$ cat src/rtl/fixed_to_float.sv
// Signed fixed-point (Q(WIDTH-FRAC).FRAC) to IEEE-754 single-precision converter.
// Normalises one bit per clock, then rounds to nearest-even in a single ROUND cycle.
module fixed_to_float #(
  parameter int unsigned WIDTH = 32,
  parameter int unsigned FRAC  = 30
) (
  input  logic             clk,
  input  logic             rst,
  input  logic             valid_in,
  input  logic [WIDTH-1:0] fixed_in,
  output logic [31:0]      float_out,
  output logic             done,
  output logic             busy
);

  localparam int unsigned CW       = $clog2(WIDTH) + 1;
  localparam int unsigned EXP_BIAS = 127 + WIDTH - 1 - FRAC;

  localparam logic [1:0] IDLE  = 2'd0;
  localparam logic [1:0] NORM  = 2'd1;
  localparam logic [1:0] ROUND = 2'd2;

  logic [1:0]       state, state_nxt;
  logic             sign, sign_nxt;
  logic             zero, zero_nxt;
  logic [WIDTH-1:0] mag, mag_nxt;
  logic [CW-1:0]    cnt, cnt_nxt;
  logic [31:0]      float_nxt;
  logic             done_nxt;
  logic             busy_nxt;

  logic [22:0]      man;
  logic             guard;
  logic             sticky;
  logic             round_up;
  logic [23:0]      man_sum;
  logic [7:0]       exp_base;
  logic [7:0]       exp_fin;

  // Rounding datapath on the normalised magnitude (leading one at mag[WIDTH-1])
  assign man      = mag[WIDTH-2:WIDTH-24];
  assign guard    = mag[WIDTH-25];

  generate
    if (WIDTH > 25) begin : g_sticky
      assign sticky = |mag[WIDTH-26:0];
    end else begin : g_no_sticky
      assign sticky = 1'b0;
    end
  endgenerate

  assign round_up = guard & (sticky | man[0]);
  assign man_sum  = {1'b0, man} + 24'(round_up);
  assign exp_base = 8'(EXP_BIAS) - 8'(cnt);
  // A carry out of the mantissa leaves it all-zero and bumps the exponent
  assign exp_fin  = exp_base + 8'(man_sum[23]);

  // Next-state and next-output logic
  always_comb begin
    state_nxt = state;
    sign_nxt  = sign;
    zero_nxt  = zero;
    mag_nxt   = mag;
    cnt_nxt   = cnt;
    float_nxt = float_out;
    done_nxt  = 1'b0;
    busy_nxt  = busy;
    case (state)
      IDLE: begin
        if (valid_in) begin
          sign_nxt  = fixed_in[WIDTH-1];
          mag_nxt   = fixed_in[WIDTH-1] ? (~fixed_in + WIDTH'(1)) : fixed_in;
          cnt_nxt   = '0;
          zero_nxt  = (fixed_in == '0);
          busy_nxt  = 1'b1;
          state_nxt = (fixed_in == '0) ? ROUND : NORM;
        end
      end
      NORM: begin
        if (mag[WIDTH-1]) begin
          state_nxt = ROUND;
        end else begin
          mag_nxt = mag << 1;
          cnt_nxt = cnt + CW'(1);
        end
      end
      ROUND: begin
        float_nxt = zero ? 32'h0000_0000 : {sign, exp_fin, man_sum[22:0]};
        done_nxt  = 1'b1;
        busy_nxt  = 1'b0;
        state_nxt = IDLE;
      end
      default: state_nxt = IDLE;
    endcase
  end

  // State and output registers
  always_ff @(posedge clk) begin
    if (rst) begin
      state     <= IDLE;
      sign      <= 1'b0;
      zero      <= 1'b0;
      mag       <= '0;
      cnt       <= '0;
      float_out <= '0;
      done      <= 1'b0;
      busy      <= 1'b0;
    end else begin
      state     <= state_nxt;
      sign      <= sign_nxt;
      zero      <= zero_nxt;
      mag       <= mag_nxt;
      cnt       <= cnt_nxt;
      float_out <= float_nxt;
      done      <= done_nxt;
      busy      <= busy_nxt;
    end
  end

endmodule
$ cat config.mk
export PLATFORM = sky130hd
export DESIGN_NAME = fixed_to_float
export DESIGN_NICKNAME = d
export VERILOG_FILES = /design/src/rtl/fixed_to_float.sv
export SDC_FILE = /design/constraint.sdc
export NUM_CORES = 1
export LEC_CHECK = 0
export CORE_ASPECT_RATIO = 0.5
export CORE_UTILIZATION = 32
export DETAILED_ROUTE_END_ITERATION = 16
export PLACE_DENSITY = 0.64
export SLEW_MARGIN = 40
export SYNTH_ARGS = -nofsm -noshare
export SYNTH_HDL_FRONTEND = slang
export SYNTH_SLANG_ARGS = --single-unit
$ cat constraint.sdc
create_clock -name clk -period 3.1 [get_ports clk]
set_clock_uncertainty 0.2 [all_clocks]
set_input_delay 0.62 -clock clk [delete_from_list [all_inputs] [get_ports clk]]
set_output_delay 0.62 -clock clk [all_outputs]
set_load 0.01 [all_outputs]
# After elaboration in Yosys (flattened, before gate mapping)
# Cells that the tools add are included.
[totals] latch_bits=0 ramBits=0 ff_bits=76 memories=0 romBits=0
[classes] shift=0 bitwise=3 n_eq_ne=5 div=0 muxes=15 addsub=5 n_mul=0 magnitude_cmp=0 reduce_logical=10
[op_table] op="32-bit two-way mux" count=4
[op_table] op="32-bit one-hot mux with 2 select lines" count=1
[op_table] op="32-bit by 1-bit adder with 32-bit output, second input constant" count=1
[op_table] op="32-bit logical NOT" count=1
[op_table] op="32-bit inverter" count=1
[op_table] op="23-bit by 1-bit adder with 24-bit output" count=1
[op_table] op="6-bit two-way mux" count=2
[op_table] op="6-bit one-hot mux with 2 select lines" count=1
[op_table] op="8-bit by 1-bit adder with 8-bit output" count=1
[op_table] op="2-bit AND reduction" count=4
[op_table] op="8-bit by 6-bit subtractor with 8-bit output, first input constant" count=1
[op_table] op="7-bit OR reduction" count=1
[op_table] op="6-bit by 1-bit adder with 6-bit output, second input constant" count=1
[op_table] op="2-bit two-way mux" count=3
[op_table] op="2-bit inequality test, second input constant" count=3
[op_table] op="2-bit one-hot mux with 2 select lines" count=1
[op_table] op="2-bit nonzero test" count=2
[op_table] op="3-bit AND reduction" count=1
[op_table] op="2-bit by 1-bit equality test with 1-bit output, second input constant" count=1
[op_table] op="2-bit equality test, second input constant" count=1
[op_table] op="2-bit logical NOT" count=1
[op_table] op="1-bit two-way mux" count=2
[op_table] op="1-bit one-hot mux with 2 select lines" count=1
[op_table] op="1-bit AND" count=1
[op_table] op="1-bit bitwise OR" count=1

# Depth between registers and ports, before layout
# Gate-level depths: netlist of the first run.
[depth] word_depth=6 ltp_mapped=11 mapped_depth_nobuf=10

# Worst setup path before layout of the first run
# No wires, ideal clock.
[synth_timing] kind="reg2reg" startpoint="register mag[13]" endpoint="register float_out[27]" t_arrival_ns=2.413 period_less_slack_ns=2.740 stages_incl_launch_ff=11 required_time_ns=2.772 n_path_buf=0 path_slack_ns=0.360 cell_sequence="dfxtp_1 nand4_1 nor4_1 nand4_1 ha_1 inv_1 ha_1 nor3b_1 xnor2_1 a22oi_1 nor2_1"
[synth_between] elab_chain_cells=3
[synth_lines] element="start: declaration" line="26" text="logic [WIDTH-1:0] mag, mag_nxt;"
[synth_lines] element="start signal: assignment" line="112" text="mag <= mag_nxt;"
[synth_lines] element="23-bit by 1-bit adder with 24-bit output" line="53" text="assign man_sum = {1'b0, man} + 24'(round_up);"
[synth_lines] element="8-bit by 1-bit adder with 8-bit output" line="56" text="assign exp_fin = exp_base + 8'(man_sum[23]);"
[synth_lines] element="32-bit two-way mux" line="88" text="float_nxt = zero ? 32'h0000_0000 : {sign, exp_fin, man_sum[22:0]};"
[synth_lines] element="end signal: assignment" line="114" text="float_out <= float_nxt;"
[synth_lines] element="end: declaration" line="11" text="output logic [31:0] float_out,"
# No other way between the ends.
# A chain may end at the register's enable or synchronous reset.

# Worst setup path in the final report of the first run
[layout_timing] startpoint="input port fixed_in[11]" endpoint="register state[1]"
[layout_between] elab_chain_cells=4
[layout_lines] element="start: declaration" line="10" text="input logic [WIDTH-1:0] fixed_in,"
[layout_lines] element="32-bit logical NOT" line="76" text="state_nxt = (fixed_in == '0) ? ROUND : NORM;"
[layout_lines] element="2-bit two-way mux" line="76"
[layout_lines] element="2-bit two-way mux" line="70" text="if (valid_in) begin"
[layout_lines] element="2-bit one-hot mux with 2 select lines" line="68" text="case (state)"
[layout_lines] element="end signal: assignment" line="109" text="state <= state_nxt;"
[layout_lines] element="end: declaration" line="23" text="logic [1:0] state, state_nxt;"
# No other way between the ends. The select of a mux whose other input is x is not followed.

==> impl_results.md, run 1 <==
* Initial DRC count at 200
* Slew @ Worst Pin at 0.6779 ns
* Critical path depth at 6
* Via/cell ratio at 5.035
* Min cycle time layout at 2.927 ns
* Synth Flop Type: dfxtp_1
* Yosys top cell area share at 37.82%
* Setup TNS at 0 ns
* Placed cell area at 5146 um^2
* Clock slew at reported path FFs at 0.06 ns
* Nature of the critical path startpoint: input port
* Register area share after synthesis at 37.82%
* Crit path max-delay family: simple AND/OR/NAND/NOR gates
* Ports at 69
* Hpwl dp at 8179 um
* Final Cycle Share at 94.40%
* Worst setup EP type: flop
* CTS buffer count at 9
* Final Max Tran Viols at 0
* Fin. Hold Viols at 0
* Power per cell area at 442.8 nW/um^2
* GRT overflow at 0
* Overall Global Routing Usage at 16.47%
* Detailed-route via count at 3721
* Hold_buf cts at 0
* Core Box Area at 12020 um^2
* Row count at 28
* Post-CTS setup buffer count at 0
* Detail Route Antenna Nets at 0
* Vias in the first global route at 3383
* Final std cell area, no fill at 5415 um^2
* Vert. Die Dim at 81.28 um
* EDFF count, synth at 0
* Pin count of the biggest net entering global routing at 31
* Critical path required time at 3.18 ns
* Synth Register Bits at 76
* Root Buffer: clkbuf_16
* CP max FO at 5
* Post-CTS sizing at 0
* Mean area per synthesized cell at 8.415 um^2
* Cell variety after synth at 48
* DR WL/cell at 14.33 um
* Initial core utilization at 33.48%
* Diode count at 0
* Hold path cells at 2
* DR pass1 iterations at 4
* Hold Crit Class: flop to flop
* Synth async-reset ratio at 0%
* Post-Syn Area at 4023 um^2
* Num Clock Sinks at 76
* Status: complete, no violations
* Port Buf Inserts at 68
* Syn-to-layout area delta at 34.62%
* Drt total wl at 10590 um
* Clk Latency, worst-skew pair at 0.33 ns
* Die width at 160.6 um
* Slowest stage cell, crit path: or4_4
* YS warnings at 0
* Depth of the worst register-to-register path at 10
* Mapped Cells at 478
* P_leak at 0.001912 uW
* Worst setup margin at 0.1735 ns
* Number of H-tree levels at 3
* Slew HR at 54.71%
* Crit Path Class: input port to flop
* Fill count at 1176
* FF+latch area at 1521 um^2
* Worst path buffer plus inverter count at 1
* DRC at 0
* Placer Congestion at 0.7507
* First-pass GRT wire length at 16950 um
* Fmax at 341.7 MHz
* Total die area at 13050 um^2
* Arr. time, crit path at 3.01 ns
* # setup viols final at 0
* Pwr Total at 2398 uW
* Layout cells sized above 1 at 13.07%
* Max cap viols at 0
* Area contributors post-synth: dfxtp_1 (38%), xor2_1 (8.9%), a22oi_1 (6.5%)
* Max Root-Sink Buffers at 2
* Setup WS pre-CTS at -0.1652 ns
* Largest area contributor in the synthesized netlist: dfxtp_1
* Critical-path cell list: clkdlybuf4s50_1, or4_4, or3_1, or3_1, or4_4, nand2_1
* Unrepaired setup endpoints after global routing: false
* Max stage delay on crit path at 0.57 ns
* CTS tree: built
* Net Count, Synth at 518
* Max IR drop VDD at 0.0002623 V
* Multi-input gate area at 2344 um^2
* Nets at 610
* Antenna violations before repair at 0
-- logic make-up (layout without fill, tap and decap cells) --
| family | after synthesis | count (layout) | synth area share [%] |
|---|---|---|---|
| multiplexers | 2 | 2 | 0.4977 |
| XOR/XNOR | 56 | 56 | 12.19 |
| adder cells (fa/ha/maj) | 5 | 5 | 1.555 |
| AO/OA/AOI/OAI | 130 | 130 | 21.96 |
| flip-flops | 76 | 76 | 37.82 |
| AND/OR/NAND/NOR | 166 | 166 | 21.93 |
| buffers and inverters | 43 | 139 | 4.043 |
-- cells in the mapped netlist, types with 3 or more instances --
master and n:
nor3b_1 7, o41ai_1 6, or4_1 7, or3_1 9
o31ai_1 11, o21ai_0 23, o22ai_1 20, nor2b_1 3
nand2b_1 6, a221oi_1 4, nor4_1 4, nor3_1 8
inv_1 9, and3_1 3, nand4_1 10, ha_1 5
dfxtp_1 76, nand3_1 11, xnor2_1 15, nor2_1 40
nand2_1 42, a21oi_1 20, nand3b_1 3, clkbuf_1 31
xor2_1 41, a22oi_1 35
-- final timing paths --
kind | end | slack (ns) | startpoint
setup / recovery | state[1] | 0.17 | fixed_in[11]
hold / removal | float_out[0] | 0.25 | float_out[0]
setup reg to reg | float_out[29] | 0.43 | mag[10]
hold reg to reg | float_out[0] | 0.25 | float_out[0]
-- final cells by class --
class / instances / share of cell area (%)
clock buffers: 11 / 4.482
clock inverters: 4 / 0.4852
inverters: 9 / 0.6238
multi-input cells: 359 / 43.28
flip-flops and latches: 76 / 28.10
well taps: 165 / 3.812
repair buffers: 115 / 19.22
-- layout by cell type (no fill, tap or decap), types with 3 or more instances in the layout --
cell type,count
xnor2_1,15
buf_4,46
a22oi_1,35
nand2b_1,6
ha_1,5
or4_1,7
o21ai_0,23
clkbuf_16,9
nor2_1,40
dfxtp_1,76
a221oi_1,4
nand4_1,10
nor2b_1,3
and3_1,3
nor3_1,8
nand3b_1,3
nand2_1,42
a21oi_1,20
clkdlybuf4s50_1,67
nor4_1,4
o41ai_1,6
nor3b_1,6
or3_1,9
inv_1,9
nand3_1,11
o31ai_1,11
o22ai_1,20
xor2_1,41
-- stage by stage --
step | instances | hold WS, ns | utilization [%]
2_1_floorplan | 478 | 0.2315 | -
3_3_place_gp | 724 | 0.2345 | 42.83
3_5_place_dp | 724 | 0.2415 | 42.83
4_1_cts | 739 | 0.2528 | 45.06
5_1_grt | 739 | 0.2743 | 45.06
6_report | 739 | 0.2510 | 45.06
-- state kept, by name, summed over array words and instances, names as in the netlist --
signal     cells
busy           1
cnt            6
done           1
float_out     32
mag           32
sign           1
state          2
zero           1
-- tightest hold or removal path, stage by stage (launching register included) --
cell	delay (ns)
dfxtp_1	0.30
nand2_1	0.05
a21oi_1	0.05
-- power breakdown --
part           internal, uW  switching [uW]
registers              1020            58.2
clock network           557             385
logic                   183             192
-- layer usage --
metal  vias to the layer above  global-route usage (%)  part of all wire, %  wire length [um]
li1                       1935                       -                    -                 -
met1                      1703                   24.69                   55              5855
met2                        77                   23.38                   39              4129
met3                         6                   3.933                  4.8               507
met4                         0                   3.238                 0.94               100
met5                         -                       0                    0                 0
No activity file was read; power rests on OpenSTA's default activity.
==> run 2, diff against run 1 <==
clock period = 3.3 ns   (was 3.1 ns; I/O delays follow)
==> run 2 against run 1 <==
  * Global-route usage rose by 0.22 points
  * Worst hold slack worse by 0.0014 ns
  * Total power grew 1.9%
  * Critical path type unchanged
  * Largest cell class unchanged
==> impl_results.md, run 2 (same netlist as run 1, synthesis figures left out) <==
* Status: complete, no violations
* Worst setup margin at 0.3266 ns (+0.1531 ns)
* Largest regs: float_out x32, mag x32, cnt x6
* Number of H-tree levels at 3 (unchanged)
* Pin count of the biggest net entering global routing at 32 (+3.2%)
* Terminus of the critical flop-to-flop path: float_out[27]
* CP max FO at 5 (unchanged)
* Final Cycle Share at 90.10%
* Commonest non-fill, non-tap cell in the layout: dfxtp_1
* Setup WS pre-CTS at -0.003063 ns (+0.1621 ns)
* Placer Congestion at 0.7662 (+2.1%)
* Fin. Hold Viols at 0 (unchanged)
* Worst flop-to-flop path startpoint: mag[13]
* Final core utilization at 44.85% (-0.22 points)
* Initial DRC count at 190 (-5.0%)
* Critical path required time at 3.37 ns (+0.19 ns)
* Via/cell ratio at 5.022 (-0.26%)
* Max cap viols at 0 (unchanged)
* Nets at 599 (-1.8%)
* Initial core utilization at 33.48% (unchanged)
* Final Max Tran Viols at 0 (unchanged)
* Setup TNS at 0 ns (unchanged)
* Fmax at 336.3 MHz
* Grt met2 use at 24.16% (+0.78 points)
* Clock slew at reported path FFs at 0.06 ns (about the same)
* Total die area at 13050 um^2 (unchanged)
* CTS buffer count at 9 (unchanged)
* Vert. Die Dim at 81.28 um (unchanged)
* Detail Route Antenna Nets at 0 (unchanged)
* Num Clock Sinks at 76 (unchanged)
* Met3 usage at 2.962% (-0.97 points)
* WHS at 0.2496 ns (-0.001428 ns)
* Core Box Area at 12020 um^2 (unchanged)
* Worst reg2reg setup slack at 0.53 ns (+0.10 ns)
* Syn-to-layout area delta at 33.97%
* Grt met1 use at 24.85% (+0.17 points)
* DR WL/cell at 14.52 um (+1.3%)
* Hold_buf cts at 0 (unchanged)
* Port Buf Inserts at 68 (unchanged)
* Max Root-Sink Buffers at 2 (unchanged)
* Die width at 160.6 um (unchanged)
* Diode count at 0 (unchanged)
* Depth of the worst register-to-register path at 11 (+1)
* Max IR drop VDD at 0.0002385 V (-9.1%)
* GRT overflow at 0 (unchanged)
* Post-CTS setup buffer count at 0 (unchanged)
* Row count at 28 (unchanged)
* Slew HR at 55.22% (+0.51 points)
* CTS tree: built
* Nature of the critical path startpoint: input port
* First-pass GRT wire length at 17250 um (+1.8%)
* Arr. time, crit path at 3.05 ns (+0.04 ns)
* DRC at 0 (unchanged)
* Detailed-route via count at 3661 (-1.6%)
* Setup crit start: fixed_in[11]
* Unrepaired setup endpoints after global routing: false
* Hpwl dp at 7998 um (-2.2%)
* Overall Global Routing Usage at 16.68% (+0.22 points)
* Clk Latency, worst-skew pair at 0.33 ns (about the same)
* Drt total wl at 10580 um (-0.10%)
* Post-CTS sizing at 0 (unchanged)
* Crit Path Class: input port to flop
* Hold Crit Class: flop to flop
* Worst Setup EP: state[1]
* Power per cell area at 453.5 nW/um^2 (+2.4%)
* GR peak layer: met1
* Slew @ Worst Pin at 0.6703 ns (-0.007587 ns)
* Layout cells sized above 1 at 11.52% (-1.5 points)
* DR pass1 iterations at 4 (unchanged)
* Most frequent cells in the layout: dfxtp_1 (76), clkdlybuf4s50_1 (67), nand2_1 (42), xor2_1 (41), nor2_1 (40)
* Vias in the first global route at 3356 (-0.80%)
* Antenna violations before repair at 0 (unchanged)
* Worst setup EP type: flop
* Root Buffer: clkbuf_16
* Ports at 69 (unchanged)
* P_leak at 0.001886 uW (-1.4%)
* # setup viols final at 0 (unchanged)
* Min cycle time layout at 2.973 ns
-- run 2: how the worst min path moves through the flow --
stage,startpoint,end,slack [ns],cells after the start
floorplan,sign,sign,0.23,2
global placement,float_out[14],float_out[14],0.24,2
detailed placement,float_out[12],float_out[12],0.24,2
CTS,float_out[12],float_out[12],0.25,2
global route,float_out[0],float_out[0],0.28,2
finish,float_out[12],float_out[12],0.25,2
-- run 2: per-stage QoR --
stage	power, uW	std cells	instance area, um^2
2_1_floorplan	1221	478	4023
3_3_place_gp	1366	713	5051
3_5_place_dp	1370	713	5051
4_1_cts	2450	729	5389
5_1_grt	2538	729	5389
6_report	2444	729	5389
-- run 2: power by group --
group | internal (uW) | switching, uW | leakage [uW] | total [uW]
registers | 961 | 59.9 | 0.000619 | 1020
clock network | 724 | 366 | 0.000162 | 1090
logic | 161 | 172 | 0.00111 | 333
total | 1850 | 598 | 0.00189 | 2440
-- run 2: area by class of cell --
cell class / count / area, um^2
flip-flops and latches: 76 / 1521
inverters: 9 / 33.78
multi-input cells: 359 / 2344
clock buffers: 13 / 270.3
well taps: 165 / 206.4
repair buffers: 104 / 945.9
clock inverters: 3 / 67.56
fillers: 1164 / 6628
-- run 2: critical path: stages --
cell             delay (ns)
clkdlybuf4s50_1        0.41
or4_4                  0.58
or3_1                  0.43
or3_1                  0.44
or4_4                  0.45
nand2_1                0.08
-- run 2: layer usage --
layer,vias to the layer above,wire length [um],share of wire [%]
li1,1912,-,-
met2,84,4229,40
met1,1660,5791,55
met5,-,0,0
met4,0,74,0.70
met3,5,486,4.6
==> patch 1, RTL diff (settings of run 2) <==
Put one more register stage on the output `float_out`, cleared by the reset. The value now appears one clock later. The other outputs are not delayed to match.
--- a/src/rtl/fixed_to_float.sv
+++ b/src/rtl/fixed_to_float.sv
@@ -20,4 +20,6 @@
   localparam logic [1:0] NORM  = 2'd1;
   localparam logic [1:0] ROUND = 2'd2;
+
+  logic [31:0] float_s0;
 
   logic [1:0]       state, state_nxt;
@@ -63,5 +65,5 @@
     mag_nxt   = mag;
     cnt_nxt   = cnt;
-    float_nxt = float_out;
+    float_nxt = float_s0;
     done_nxt  = 1'b0;
     busy_nxt  = busy;
@@ -103,5 +105,5 @@
       mag       <= '0;
       cnt       <= '0;
-      float_out <= '0;
+      float_s0 <= '0;
       done      <= 1'b0;
       busy      <= 1'b0;
@@ -112,5 +114,5 @@
       mag       <= mag_nxt;
       cnt       <= cnt_nxt;
-      float_out <= float_nxt;
+      float_s0 <= float_nxt;
       done      <= done_nxt;
       busy      <= busy_nxt;
@@ -118,3 +120,11 @@
   end
 
+  always_ff @(posedge clk) begin
+    if (rst) begin
+      float_out <= '0;
+    end else begin
+      float_out <= float_s0;
+    end
+  end
+
 endmodule
Behaviour: not the same (Yosys sat finds a counterexample within 4 cycles, from zero or initial values and one cycle with rst high).
==> patch 1 against run 2 <==
Final area is 16% higher; area after synthesis is 25% higher; clock power is 6% lower; total power is 18% higher; critical path type is now reg -> reg; largest power group is now registers; sequential cell count is 32 higher; highest routed layer unchanged; count of clock-buffer cells in the layout is 1 lower; register-to-register slack worse by 30 ps; wire length is 27% higher; the run now ends with design-rule violations left; maximum frequency is 6.2% higher; worst setup slack better by 170 ps.
==> patch 1: results (changes against run 2) <==
[critical_path]
crit_path_start=mag[15]
rrSetupSlack_ps=500  ; -30 ps
critPathMaxStageDelay_ps=460  ; -120 ps
r2r-end=float_s0[27]
cp_max_fo=6  ; +1
worstPathArrival_ps=2800  ; -250 ps
r2r_cells=10  ; -1

[global_route]
grt_util_met3_pct=4.25  ; +1.3 points
grt_pass1_vias=4068  ; +21%
grt_pass1_wl_mm=21.6  ; +25%
use_met2_pct=23.6  ; -0.54 points
grt_start_max_net_pins=43  ; +34%
grt_use_total_pct=16.9  ; +0.22 points
use_met1_pct=25.1  ; +0.23 points

[placed_design]
dp_worst_setup_slack_ps=194  ; +197 ps
dp.cells=828  ; +16%
place_hpwl_mm=9.83  ; +23%
place_area_mm2=0.00600  ; +19%

[logic_synthesis]
synthAdderAreaFrac_pct=1.25  ; -0.31 points
synth_fp_nets=617  ; +19%
synth-seq-area-share_pct=43.1  ; +5.2 points
synth_compound_area_share_pct=18.4  ; -3.6 points
synthMuxAreaShare_pct=0.424  ; -0.074 points
synthTopCellsByCount=dfxtp_1 (108), nand2_1 (60), o21ai_0 (39), clkbuf_1 (35), nor2b_1 (34)
yosys.area_share.xor_xnor_pct=8.55  ; -3.6 points
synth_cell_types=60  ; +25%
synth_area_leaders=dfxtp_1 (43%), xor2_1 (5.1%), nand2_1 (4.5%)

[detailed_routing]
routed-via-count=4427  ; +21%
wl_met1_mm=6.72  ; +16%
drtIter0Drc=266  ; +40%
firstDrtPassIters=11  ; +7
dr_wl_met3_mm=1.08  ; +120%
wirelength_mm=13.4  ; +27%
drcViolationCount=6  ; +6

[min_path]
whs_endpoint=sign
hp-start=sign

[layout]
top_regs=float_out (32), float_s0 (32), mag (32)
layout-drive-gt1-share_pct=8.51  ; -3.0 points
fillers=1488  ; +28%
nNetsFinal=681  ; +14%

[power]
leakage_nw=2.14  ; +13%

[status]
status=finished with violations
violations=design-rule violations

[sta]
worst_slew_pin_slew_ps=775  ; +105 ps
timing.hold.ws_ps=257  ; +7.62 ps

patch 1: cell count changes after synthesis, moves of 12 or more:
| cell | run 2 | this run |
|---|---|---|
| nand2_1 | 42 | 60 |
| nor2b_1 | 3 | 34 |
| xor2_1 | 41 | 29 |
| dfxtp_1 | 76 | 108 |
| a22oi_1 | 35 | 22 |
| o21ai_0 | 23 | 39 |
patch 1: final cells by class:
cell class	count	area [µm²]	share of cell area, %
Clock buffer	12	246	3.93
Clock inverter	4	32.5	0.518
Inverter	13	48.8	0.777
Multi-Input combinational cell	418	2680	42.7
Sequential cell	108	2160	34.4
Tap cell	198	248	3.95
Timing Repair Buffer	91	861	13.7
patch 1: power by group through the flow:
stage	clock network (mW)	logic [mW]	registers [mW]
after global routing	1.10	0.458	1.44
after global placement	0	0.413	1.46
after detailed placement	0	0.417	1.46
after floorplan	0	0.253	1.43
after CTS	1.05	0.418	1.43
final	1.03	0.421	1.43
==> patch 2, RTL diff (config.mk and constraints of run 2) <==
Without the edit above. Add an input register stage for `valid_in` and `fixed_in`, without a reset; this delays them by one clock.
--- a/src/rtl/fixed_to_float.sv
+++ b/src/rtl/fixed_to_float.sv
@@ -20,4 +20,12 @@
   localparam logic [1:0] NORM  = 2'd1;
   localparam logic [1:0] ROUND = 2'd2;
+
+  logic valid_q;
+  logic [WIDTH-1:0] fixed_q;
+
+  always_ff @(posedge clk) begin
+    valid_q <= valid_in;
+    fixed_q <= fixed_in;
+  end
 
   logic [1:0]       state, state_nxt;
@@ -68,11 +76,11 @@
     case (state)
       IDLE: begin
-        if (valid_in) begin
-          sign_nxt  = fixed_in[WIDTH-1];
-          mag_nxt   = fixed_in[WIDTH-1] ? (~fixed_in + WIDTH'(1)) : fixed_in;
+        if (valid_q) begin
+          sign_nxt  = fixed_q[WIDTH-1];
+          mag_nxt   = fixed_q[WIDTH-1] ? (~fixed_q + WIDTH'(1)) : fixed_q;
           cnt_nxt   = '0;
-          zero_nxt  = (fixed_in == '0);
+          zero_nxt  = (fixed_q == '0);
           busy_nxt  = 1'b1;
-          state_nxt = (fixed_in == '0) ? ROUND : NORM;
+          state_nxt = (fixed_q == '0) ? ROUND : NORM;
         end
       end
Check against the original RTL: not equivalent (Yosys sat finds a counterexample within 4 cycles, from zero or initial values and one cycle with rst high).
==> patch 2 against run 2 <==
Total power up 21%; area after synthesis rose by 18%; worst setup slack improved by 100 ps; wire length is 11% higher; first-iteration DRC count rose by 56%; largest power group is now registers; sequential cell count increased by 33; largest cell class unchanged; utilization shrank 4.1 points; critical path depth grew 4; final area up 9.4%.
==> patch 2: results (changes against run 2) <==
[status]
status=complete, no violations

[layout]
top_regs=fixed_q (32), float_out (32), mag (32)
layout-drive-gt1-share_pct=6.06  ; -5.5 points
nNetsFinal=614  ; +2.5%

[detailed_routing]
drt-wirelength-per-cell_um=15.2  ; +4.7%
firstDrtPassIters=5  ; +1
drtIter0Drc=296  ; +56%
routed-via-count=3935  ; +7.5%

[global_route]
use_met1_pct=22.3  ; -2.5 points
grt_util_met3_pct=5.43  ; +2.5 points
grt_pass1_vias=3460  ; +3.1%
use_met2_pct=21.4  ; -2.7 points
grt_pass1_wl_mm=18.8  ; +9.2%
grt_start_max_net_pins=45  ; +41%
grt_use_total_pct=15.5  ; -1.2 points

[critical_path]
worstPathArrival_ps=2890  ; -160 ps
critPathMaxStageDelay_ps=450  ; -130 ps
crit_end=float_out[28]
rrSetupSlack_ps=430  ; -100 ps
r2r_cells=10  ; -1

[sta]
clock.fmax_mhz=348  ; +3.5%
timing.hold.ws_ps=250  ; +0.858 ps
max-slew-margin-rel_pct=49.6  ; -5.6 points

[power]
switchingPower_uw=754  ; +26%
vdd_drop_max_mv=0.256  ; +7.5%
p_comb_uw=391  ; +17%
pwr-share-clk_pct=36.3  ; -8.3 points
leakage_nw=2.06  ; +9.3%
p_comb_share_pct=13.2  ; -0.4 points

[logic_synthesis]
async_reset_ff_share_pct=0  ; unchanged
synthMuxAreaShare_pct=0.422  ; -0.076 points
synthAdderAreaFrac_pct=1.32  ; -0.24 points
synth_fp_nets=562  ; +8.5%
synthTopCellsByCount=dfxtp_1 (109), nor2_1 (44), xor2_1 (40), nand2_1 (39), a22oi_1 (36)
synth_compound_area_share_pct=18.9  ; -3.1 points
yosys.area_share.xor_xnor_pct=10.5  ; -1.7 points
synth_area_leaders=dfxtp_1 (46%), xor2_1 (7.4%), a22oi_1 (5.7%)
syn_inst=522  ; +9.2%
synth_cell_types=50  ; +4.2%
synth-seq-area-share_pct=46.0  ; +8.2 points

[placed_design]
place_area_mm2=0.00560  ; +11%
gp_congestion=0.885  ; +15%
portBuffers=68  ; unchanged
dp_worst_setup_slack_ps=436  ; +439 ps
place_hpwl_mm=8.71  ; +8.9%

[patch 2: worst min path at each step]
stage / from / end / depth (start not counted)
final: float_out[21] / float_out[21] / 2
after global routing: float_out[0] / float_out[0] / 2
after CTS: float_out[21] / float_out[21] / 2
after detailed placement: float_out[21] / float_out[21] / 2
after global placement: float_out[15] / float_out[15] / 2
after floorplan: sign / sign / 2
[patch 2: area by class of cell]
| type | instances | area [µm²] |
|---|---|---|
| fill | 1445 | 8570 |
| multi-input combinational | 371 | 2410 |
| sequential | 109 | 2180 |
| timing repair buffer | 77 | 743 |
| clock buffer | 14 | 264 |
| tap | 198 | 248 |
| clock inverter | 1 | 30.0 |
| inverter | 6 | 22.5 |
[patch 2: layer usage]
layer	vias to the layer above	share of wire, %
met1	1804	52
met2	114	40
li1	2004	-
met3	13	7.7
met4	0	1.1
met5	-	0
[patch 2: worst min-delay path: stages, from the launching register on]
cell	delay (ps)
dfxtp_1	310
nand2_1	50
o21ai_1	50
